[src/rtl/aclock_seg_display.sv]
// aclock_seg_display
// ------------------
// Display stage for the alarm-clock core. Scans six BCD digits onto a
// common-anode 7-segment panel, one digit at a time.
//
// Features:
//   - Frame-coherent snapshot of the six digits. They are captured at the
//     start of every frame, so a frame never mixes two times.
//   - Colon shown via the decimal points of digits 2 and 4.
//   - Optional blanking of a leading zero in the hour-tens digit.
//   - Whole-panel blinking while Alarm is high.
//
// Ports:
//   clk, reset    system clock, asynchronous active-high reset
//   H_out1..S_out0  BCD time digits (H_out1 is 2 bits wide)
//   Alarm         blink the panel while high
//   disp_en       0 = all anodes off; scanning keeps running underneath
//   lzb_en        1 = blank the hour-tens digit when it reads 0
//   an            active-low anode selects; an[0] = S_out0 ... an[5] = H_out1
//   seg           active-low segments {g,f,e,d,c,b,a}
//   dp            active-low decimal point
//
// Outputs are registered. They reflect the digit_sel/div_cnt state in
// effect on the edge that loads them.
module aclock_seg_display #(
    parameter int SCAN_DIV  = 2,
    parameter int BLINK_DIV = 8
) (
    input  logic       clk,
    input  logic       reset,
    input  logic [1:0] H_out1,
    input  logic [3:0] H_out0,
    input  logic [3:0] M_out1,
    input  logic [3:0] M_out0,
    input  logic [3:0] S_out1,
    input  logic [3:0] S_out0,
    input  logic       Alarm,
    input  logic       disp_en,
    input  logic       lzb_en,
    output logic [5:0] an,
    output logic [6:0] seg,
    output logic       dp
);

    localparam int DW = (SCAN_DIV > 1) ? $clog2(SCAN_DIV) : 1;
    localparam int BW = (BLINK_DIV > 1) ? $clog2(BLINK_DIV) : 1;
    localparam logic [DW-1:0] DIV_LAST   = DW'(SCAN_DIV - 1);
    localparam logic [BW-1:0] BLINK_LAST = BW'(BLINK_DIV - 1);

    typedef enum logic [1:0] {
        STEADY = 2'd0,
        SHOW   = 2'd1,
        HIDE   = 2'd2
    } blink_state_t;

    // Scan state
    logic [DW-1:0] div_cnt;
    logic [2:0]    digit_sel;
    logic          capture;

    // Digit bundle: {H_out1, H_out0, M_out1, M_out0, S_out1, S_out0}
    logic [21:0] live;
    logic [21:0] shadow;
    logic [21:0] src;

    // Blink FSM
    blink_state_t blink_state, blink_state_nx;
    logic [BW-1:0] blink_cnt, blink_cnt_nx;
    logic          blink_ph;

    // Output register inputs
    logic [3:0] v;
    logic [5:0] an_d;
    logic [6:0] seg_d;
    logic       dp_d;
    logic       blank;

    assign live    = {H_out1, H_out0, M_out1, M_out0, S_out1, S_out0};
    assign capture = (div_cnt == '0) && (digit_sel == 3'd0);

    // ------------------------------------------------------------------
    // Scan counter and snapshot
    // ------------------------------------------------------------------
    always_ff @(posedge clk or posedge reset) begin
        if (reset) begin
            div_cnt   <= '0;
            digit_sel <= 3'd0;
        end else if (div_cnt == DIV_LAST) begin
            div_cnt   <= '0;
            digit_sel <= (digit_sel == 3'd5) ? 3'd0 : digit_sel + 3'd1;
        end else begin
            div_cnt <= div_cnt + DW'(1);
        end
    end

    always_ff @(posedge clk or posedge reset) begin
        if (reset) begin
            shadow <= '0;
        end else if (capture) begin
            shadow <= live;
        end
    end

    // ------------------------------------------------------------------
    // Blink FSM: state register / next state / outputs
    // ------------------------------------------------------------------
    always_ff @(posedge clk or posedge reset) begin
        if (reset) begin
            blink_state <= STEADY;
            blink_cnt   <= '0;
        end else begin
            blink_state <= blink_state_nx;
            blink_cnt   <= blink_cnt_nx;
        end
    end

    // The edge that first sees Alarm high, taken while still STEADY, is
    // treated as count 0 of the SHOW phase. That edge already shows the
    // panel, so the first visible phase lasts exactly BLINK_DIV output
    // cycles, the same length as every later phase.
    always_comb begin
        logic          cur_hide;
        logic [BW-1:0] cur_cnt;
        blink_state_nx = STEADY;
        blink_cnt_nx   = '0;
        cur_hide       = (blink_state == HIDE);
        cur_cnt        = (blink_state == STEADY) ? '0 : blink_cnt;
        if (Alarm) begin
            if (cur_cnt == BLINK_LAST) begin
                blink_state_nx = cur_hide ? SHOW : HIDE;
                blink_cnt_nx   = '0;
            end else begin
                blink_state_nx = cur_hide ? HIDE : SHOW;
                blink_cnt_nx   = cur_cnt + BW'(1);
            end
        end
    end

    always_comb begin
        blink_ph = (blink_state == HIDE);
    end

    // ------------------------------------------------------------------
    // Digit select, decode and output register
    // ------------------------------------------------------------------
    function automatic logic [6:0] decode7(input logic [3:0] d);
        case (d)
            4'd0:    decode7 = 7'b1000000;
            4'd1:    decode7 = 7'b1111001;
            4'd2:    decode7 = 7'b0100100;
            4'd3:    decode7 = 7'b0110000;
            4'd4:    decode7 = 7'b0011001;
            4'd5:    decode7 = 7'b0010010;
            4'd6:    decode7 = 7'b0000010;
            4'd7:    decode7 = 7'b1111000;
            4'd8:    decode7 = 7'b0000000;
            4'd9:    decode7 = 7'b0010000;
            default: decode7 = 7'b1111111;
        endcase
    endfunction

    // The capture edge reads the live inputs so that digit 0 of the new
    // frame matches what is being loaded into the shadow.
    assign src = capture ? live : shadow;

    always_comb begin
        case (digit_sel)
            3'd0:    v = src[3:0];
            3'd1:    v = src[7:4];
            3'd2:    v = src[11:8];
            3'd3:    v = src[15:12];
            3'd4:    v = src[19:16];
            3'd5:    v = {2'b00, src[21:20]};
            default: v = 4'd0;
        endcase
    end

    assign blank = !disp_en || (Alarm && blink_ph);

    always_comb begin
        an_d  = ~(6'b000001 << digit_sel);
        seg_d = decode7(v);
        dp_d  = !((digit_sel == 3'd2) || (digit_sel == 3'd4));
        if ((digit_sel == 3'd5) && lzb_en && (v == 4'd0)) begin
            seg_d = 7'b1111111;
            dp_d  = 1'b1;
        end
        if (blank) begin
            an_d  = 6'b111111;
            seg_d = 7'b1111111;
            dp_d  = 1'b1;
        end
    end

    always_ff @(posedge clk or posedge reset) begin
        if (reset) begin
            an  <= 6'b111111;
            seg <= 7'b1111111;
            dp  <= 1'b1;
        end else begin
            an  <= an_d;
            seg <= seg_d;
            dp  <= dp_d;
        end
    end

endmodule
[config.mk]
export PLATFORM = sky130hd
export DESIGN_NAME = aclock_seg_display
export DESIGN_NICKNAME = d
export VERILOG_FILES = /design/src/rtl/aclock_seg_display.sv
export SDC_FILE = /design/constraint.sdc
export NUM_CORES = 1
export LEC_CHECK = 0
export ABC_AREA = 1
export CELL_PAD_IN_SITES_DETAIL_PLACEMENT = 0
export CELL_PAD_IN_SITES_GLOBAL_PLACEMENT = 2
export CORE_MARGIN = 2
export CORE_UTILIZATION = 28
export CTS_CLUSTER_SIZE = 28
export DETAILED_ROUTE_END_ITERATION = 12
export PLACE_DENSITY = 0.86
export SLEW_MARGIN = 20
export SYNTH_ARGS = -nofsm -noshare
export SYNTH_HDL_FRONTEND = slang
export SYNTH_SLANG_ARGS = --single-unit
[constraint.sdc]
create_clock -name clk -period 1.9 [get_ports clk]
set_clock_uncertainty 0.05 [all_clocks]
set_input_delay 0.38 -clock clk [delete_from_list [all_inputs] [get_ports clk]]
set_output_delay 0.38 -clock clk [all_outputs]
set_load 0.03 [all_outputs]
==> impl_metrics.yaml <==
synthesis:
  mappedNetlistNets: 313
  syn-cell-area_mm2: 0.00237
  avgSynthCellArea_um2: 8.52
  ys_ff_latch: 45
  synth.lib_cells_used.distinct: 24
  synth_cells: 278
  ys.warnings.count: 0
  ys_seq_area_frac: 0.483
power:
  p_switching_w: 0.000486
  intPower_w: 0.00153
  share_clk_of_total_power: 0.363
  irDropWorstVdd_mv: 0.335
  pwr-share-comb: 0.134
  switching_share: 0.241
  power_per_cell_area_mw_per_mm2: 570
  power.static_leakage_nw: 1.70
  sequentialPowerShare: 0.503
  finalPower_w: 0.00202
min_path:
  hold_class: "in2async"
place:
  placedInstanceArea_mm2: 0.00320
  dpl.hpwl_mm: 4.08
  gp_routability_congestion: 0.824
  numPortBuffers: 40
drt:
  route.antenna.remaining_nets: 0
  wl_per_cell_um: 12.0
  post-route-drc-count: 0
  detailedRoute.firstPassIterationCount: 4
  wl_mm: 5.63
  routed_via_density: 4.24
  dr_iter_0_viols: 68
  via_count: 1979
global_routing:
  track_usage: 0.133
  globalRouteOverflowTotal: 0
  grt_antenna_before_repair: 0
  grt_pass1_vias: 1896
  maximum_number_of_pins_on_one_net_before_global_route_repair: 46
  grt_pass1_wl_mm: 9.18
critical_path:
  slowest_stage_cell_on_the_critical_path: "sky130_fd_sc_hd__dfrtp_2"
  max_stage_delay_ns: 0.44
  ff2ff_path_depth: 15
  reg2reg_slack_ns: -0.17
  r2r_start: "digit_sel[2]"
  criticalPathCategory: "reg2reg"
  worstReg2RegEnd: "seg[6]"
  critPathArrivalTime_ns: 2.27
  worstPathRequired_ns: 2.10
  critical_path.startpoint_type: "register"
  crit_path_max_fanout: 7
  critPathCaptureType: "register"
  cp_cell_sequence: "nor2_4 -> buf_12 -> buf_12 -> nand3b_1 -> nand3_1 -> nand2_1 -> nor2_2 -> nand2_2 -> inv_2 -> ha_4 -> and3_4 -> nand3_2 -> nand2_2 -> inv_4 -> nand3_2"
clock_network:
  clockRootBuffer: "sky130_fd_sc_hd__clkbuf_8"
  cts.clk_slew.worst_paths_ns: 0.09
  clock_latency_late_sink_ns: 0.30
  tritoncts: "done"
  cts_max_level: 2
  ctsLongestPathBuffers: 2
  numCtsBuffers: 5
  clkSinkCount: 45
layout:
  layout.filler_cells: 820
  antennaDiodeCount: 0
  final_net_count: 396
  post-route-util: 0.431
  ratio_of_cells_with_drive_above_1_in_the_final_layout: 0.301
  syn_to_final_growth_pct: 49.4
  final_area_mm2: 0.00354
  seq_area_mm2: 0.00115
  multi_input_logic_area_mm2: 0.00117
sta:
  grt_setup_unrepaired: "true"
  fin_tns_setup_ns: -1.20
  report.final.setup_viol: 7
  timing.final.crit_period_ns: 2.07
  min_period_over_period: 1.09
  maxSlewViolCount: 0
  finalHoldWorstSlack_ns: 0.372
  final-hold-violation-count: 0
  clock.fmax_mhz: 482
  max-slew-margin-rel: 0.795
  setup_ws_ns: -0.174
  timing_worst_slew_pin_value_ns: 0.309
floorplan:
  floorplan.die.width_um: 96.0
  floorplan.initialDensity: 0.288
  die_h_um: 96.0
  core-area_mm2: 0.00822
  num_io_pins: 41
  floorplan.die_area_mm2: 0.00921
  row_count: 33
run_status:
  run_status: "finished, violations left"
  failed_checks: "negative setup slack"
flow_run:
  drv.max_cap_violation_count: 0
critical path: cells and delay by family (launching register included):
| kind | cells | cell delay (ns) |
|---|---|---|
| fa+ha+maj | 1 | 0.13 |
| simple gates | 10 | 1.01 |
| buf+inv | 4 | 0.38 |
| flops | 1 | 0.44 |
layout by cell type, fill, tap and decap left out, types with 3 or more instances in the layout:
cell                              Yosys  final
sky130_fd_sc_hd__nand2_1             60     54
sky130_fd_sc_hd__inv_1               47     44
sky130_fd_sc_hd__buf_4                4     35
sky130_fd_sc_hd__dfrtp_1             31     28
sky130_fd_sc_hd__clkdlybuf4s50_1      0     26
sky130_fd_sc_hd__nand3_1             37     25
sky130_fd_sc_hd__and2_1              18     18
sky130_fd_sc_hd__nand3b_1            17     17
sky130_fd_sc_hd__dfstp_2             14     14
sky130_fd_sc_hd__dlygate4sd2_1        0     14
sky130_fd_sc_hd__nand3_2              1     13
sky130_fd_sc_hd__nor2_1              15     12
sky130_fd_sc_hd__nand2_2              2      7
sky130_fd_sc_hd__ha_1                 8      6
sky130_fd_sc_hd__nor2_4               3      5
sky130_fd_sc_hd__clkbuf_8             0      5
sky130_fd_sc_hd__buf_12               0      5
sky130_fd_sc_hd__inv_2                1      3
sky130_fd_sc_hd__nor3_4               0      3
sky130_fd_sc_hd__nor2_2               2      3
sky130_fd_sc_hd__o21a_1               3      3
sky130_fd_sc_hd__dfrtp_2              0      3
registers in the layout (all words and copies together) (netlist names):
signal,count
blink_state,2
an,6
blink_cnt,3
shadow,22
dp,1
digit_sel,3
div_cnt,1
seg,7
what timing repair did:
item / in CTS / in global routing
cloned: 1 / 0
hold buffers: 0 / 0
buffers inserted: 6 / 2
gates resized for setup: 33 / 13
pin swaps: 10 / 17
setup endpoints to repair: 21 / 7
cell usage after synthesis:
library cell	number	share of area
sky130_fd_sc_hd__nor2_2	2	0.0053
sky130_fd_sc_hd__inv_2	1	0.0016
sky130_fd_sc_hd__nand3b_1	17	0.054
sky130_fd_sc_hd__buf_2	3	0.0063
sky130_fd_sc_hd__inv_1	47	0.074
sky130_fd_sc_hd__buf_4	4	0.013
sky130_fd_sc_hd__dfstp_2	14	0.16
sky130_fd_sc_hd__xnor2_1	1	0.0037
sky130_fd_sc_hd__nand2_1	60	0.095
sky130_fd_sc_hd__nand2_2	2	0.0053
sky130_fd_sc_hd__nor2_4	3	0.014
sky130_fd_sc_hd__nand3_1	37	0.078
sky130_fd_sc_hd__and3_1	1	0.0026
sky130_fd_sc_hd__o21bai_1	2	0.0063
sky130_fd_sc_hd__dfrtp_1	31	0.33
sky130_fd_sc_hd__nand3_2	1	0.0042
sky130_fd_sc_hd__nor2_1	15	0.024
sky130_fd_sc_hd__nor3_2	3	0.013
sky130_fd_sc_hd__o21ai_0	2	0.0042
sky130_fd_sc_hd__o211ai_1	2	0.0063
sky130_fd_sc_hd__ha_1	8	0.042
sky130_fd_sc_hd__and2_1	18	0.048
sky130_fd_sc_hd__o21ai_4	1	0.0069
sky130_fd_sc_hd__o21a_1	3	0.0095
per-layer routing:
| layer | part of all wire | track usage | vias to the layer above |
|---|---|---|---|
| li1 | - | - | 1025 |
| met1 | 0.45 | 0.167 | 921 |
| met2 | 0.50 | 0.228 | 27 |
| met3 | 0.031 | 0.0282 | 6 |
| met4 | 0.013 | 0.0393 | 0 |
| met5 | 0 | 0 | - |
power groups by stage:
stage	Sequential, W	Clock, W	Combinational (W)
2_1_floorplan	0.00106	0	0.000113
3_3_place_gp	0.00103	0	0.000260
3_5_place_dp	0.00103	0	0.000261
4_1_cts	0.00102	0.000764	0.000265
5_1_grt	0.00102	0.000806	0.000302
6_report	0.00101	0.000732	0.000271
layout make-up:
cell class,instances,share of cell area
Clock buffer,5,0.0194
Tap cell,105,0.0371
Multi-Input combinational cell,178,0.330
Inverter,48,0.0516
Sequential cell,45,0.324
Timing Repair Buffer,83,0.225
Clock inverter,3,0.0131
through the flow:
| stage | setup slack, ns | cells |
|---|---|---|
| 3_5_place_dp | -0.307 | 450 |
| 2_1_floorplan | -0.0738 | 278 |
| 3_3_place_gp | -0.258 | 450 |
| 6_report | -0.174 | 467 |
| 5_1_grt | -0.325 | 467 |
| 4_1_cts | -0.201 | 465 |
cells by family (layout without fill, tap and decap cells):
| group | after synthesis | after routing | synth area share |
|---|---|---|---|
| XOR/XNOR | 1 | 1 | 0.00370 |
| AO/OA/AOI/OAI | 10 | 10 | 0.0333 |
| AND/OR/NAND/NOR | 159 | 159 | 0.343 |
| buffers and inverters | 55 | 139 | 0.0951 |
| adder cells (fa/ha/maj) | 8 | 8 | 0.0423 |
| flip-flops | 45 | 45 | 0.483 |
how the worst max path moves through the flow:
stage | cells past startpoint | endpoint | start | slack, ns
6_report | 15 | seg[6] | digit_sel[2] | -0.17
5_1_grt | 15 | seg[2] | digit_sel[1] | -0.32
2_1_floorplan | 16 | seg[0] | div_cnt | -0.07
3_5_place_dp | 13 | seg[3] | M_out1[0] | -0.31
4_1_cts | 15 | seg[3] | digit_sel[0] | -0.20
3_3_place_gp | 13 | seg[6] | M_out1[0] | -0.26
No activity file was read; power rests on OpenSTA's default activity.
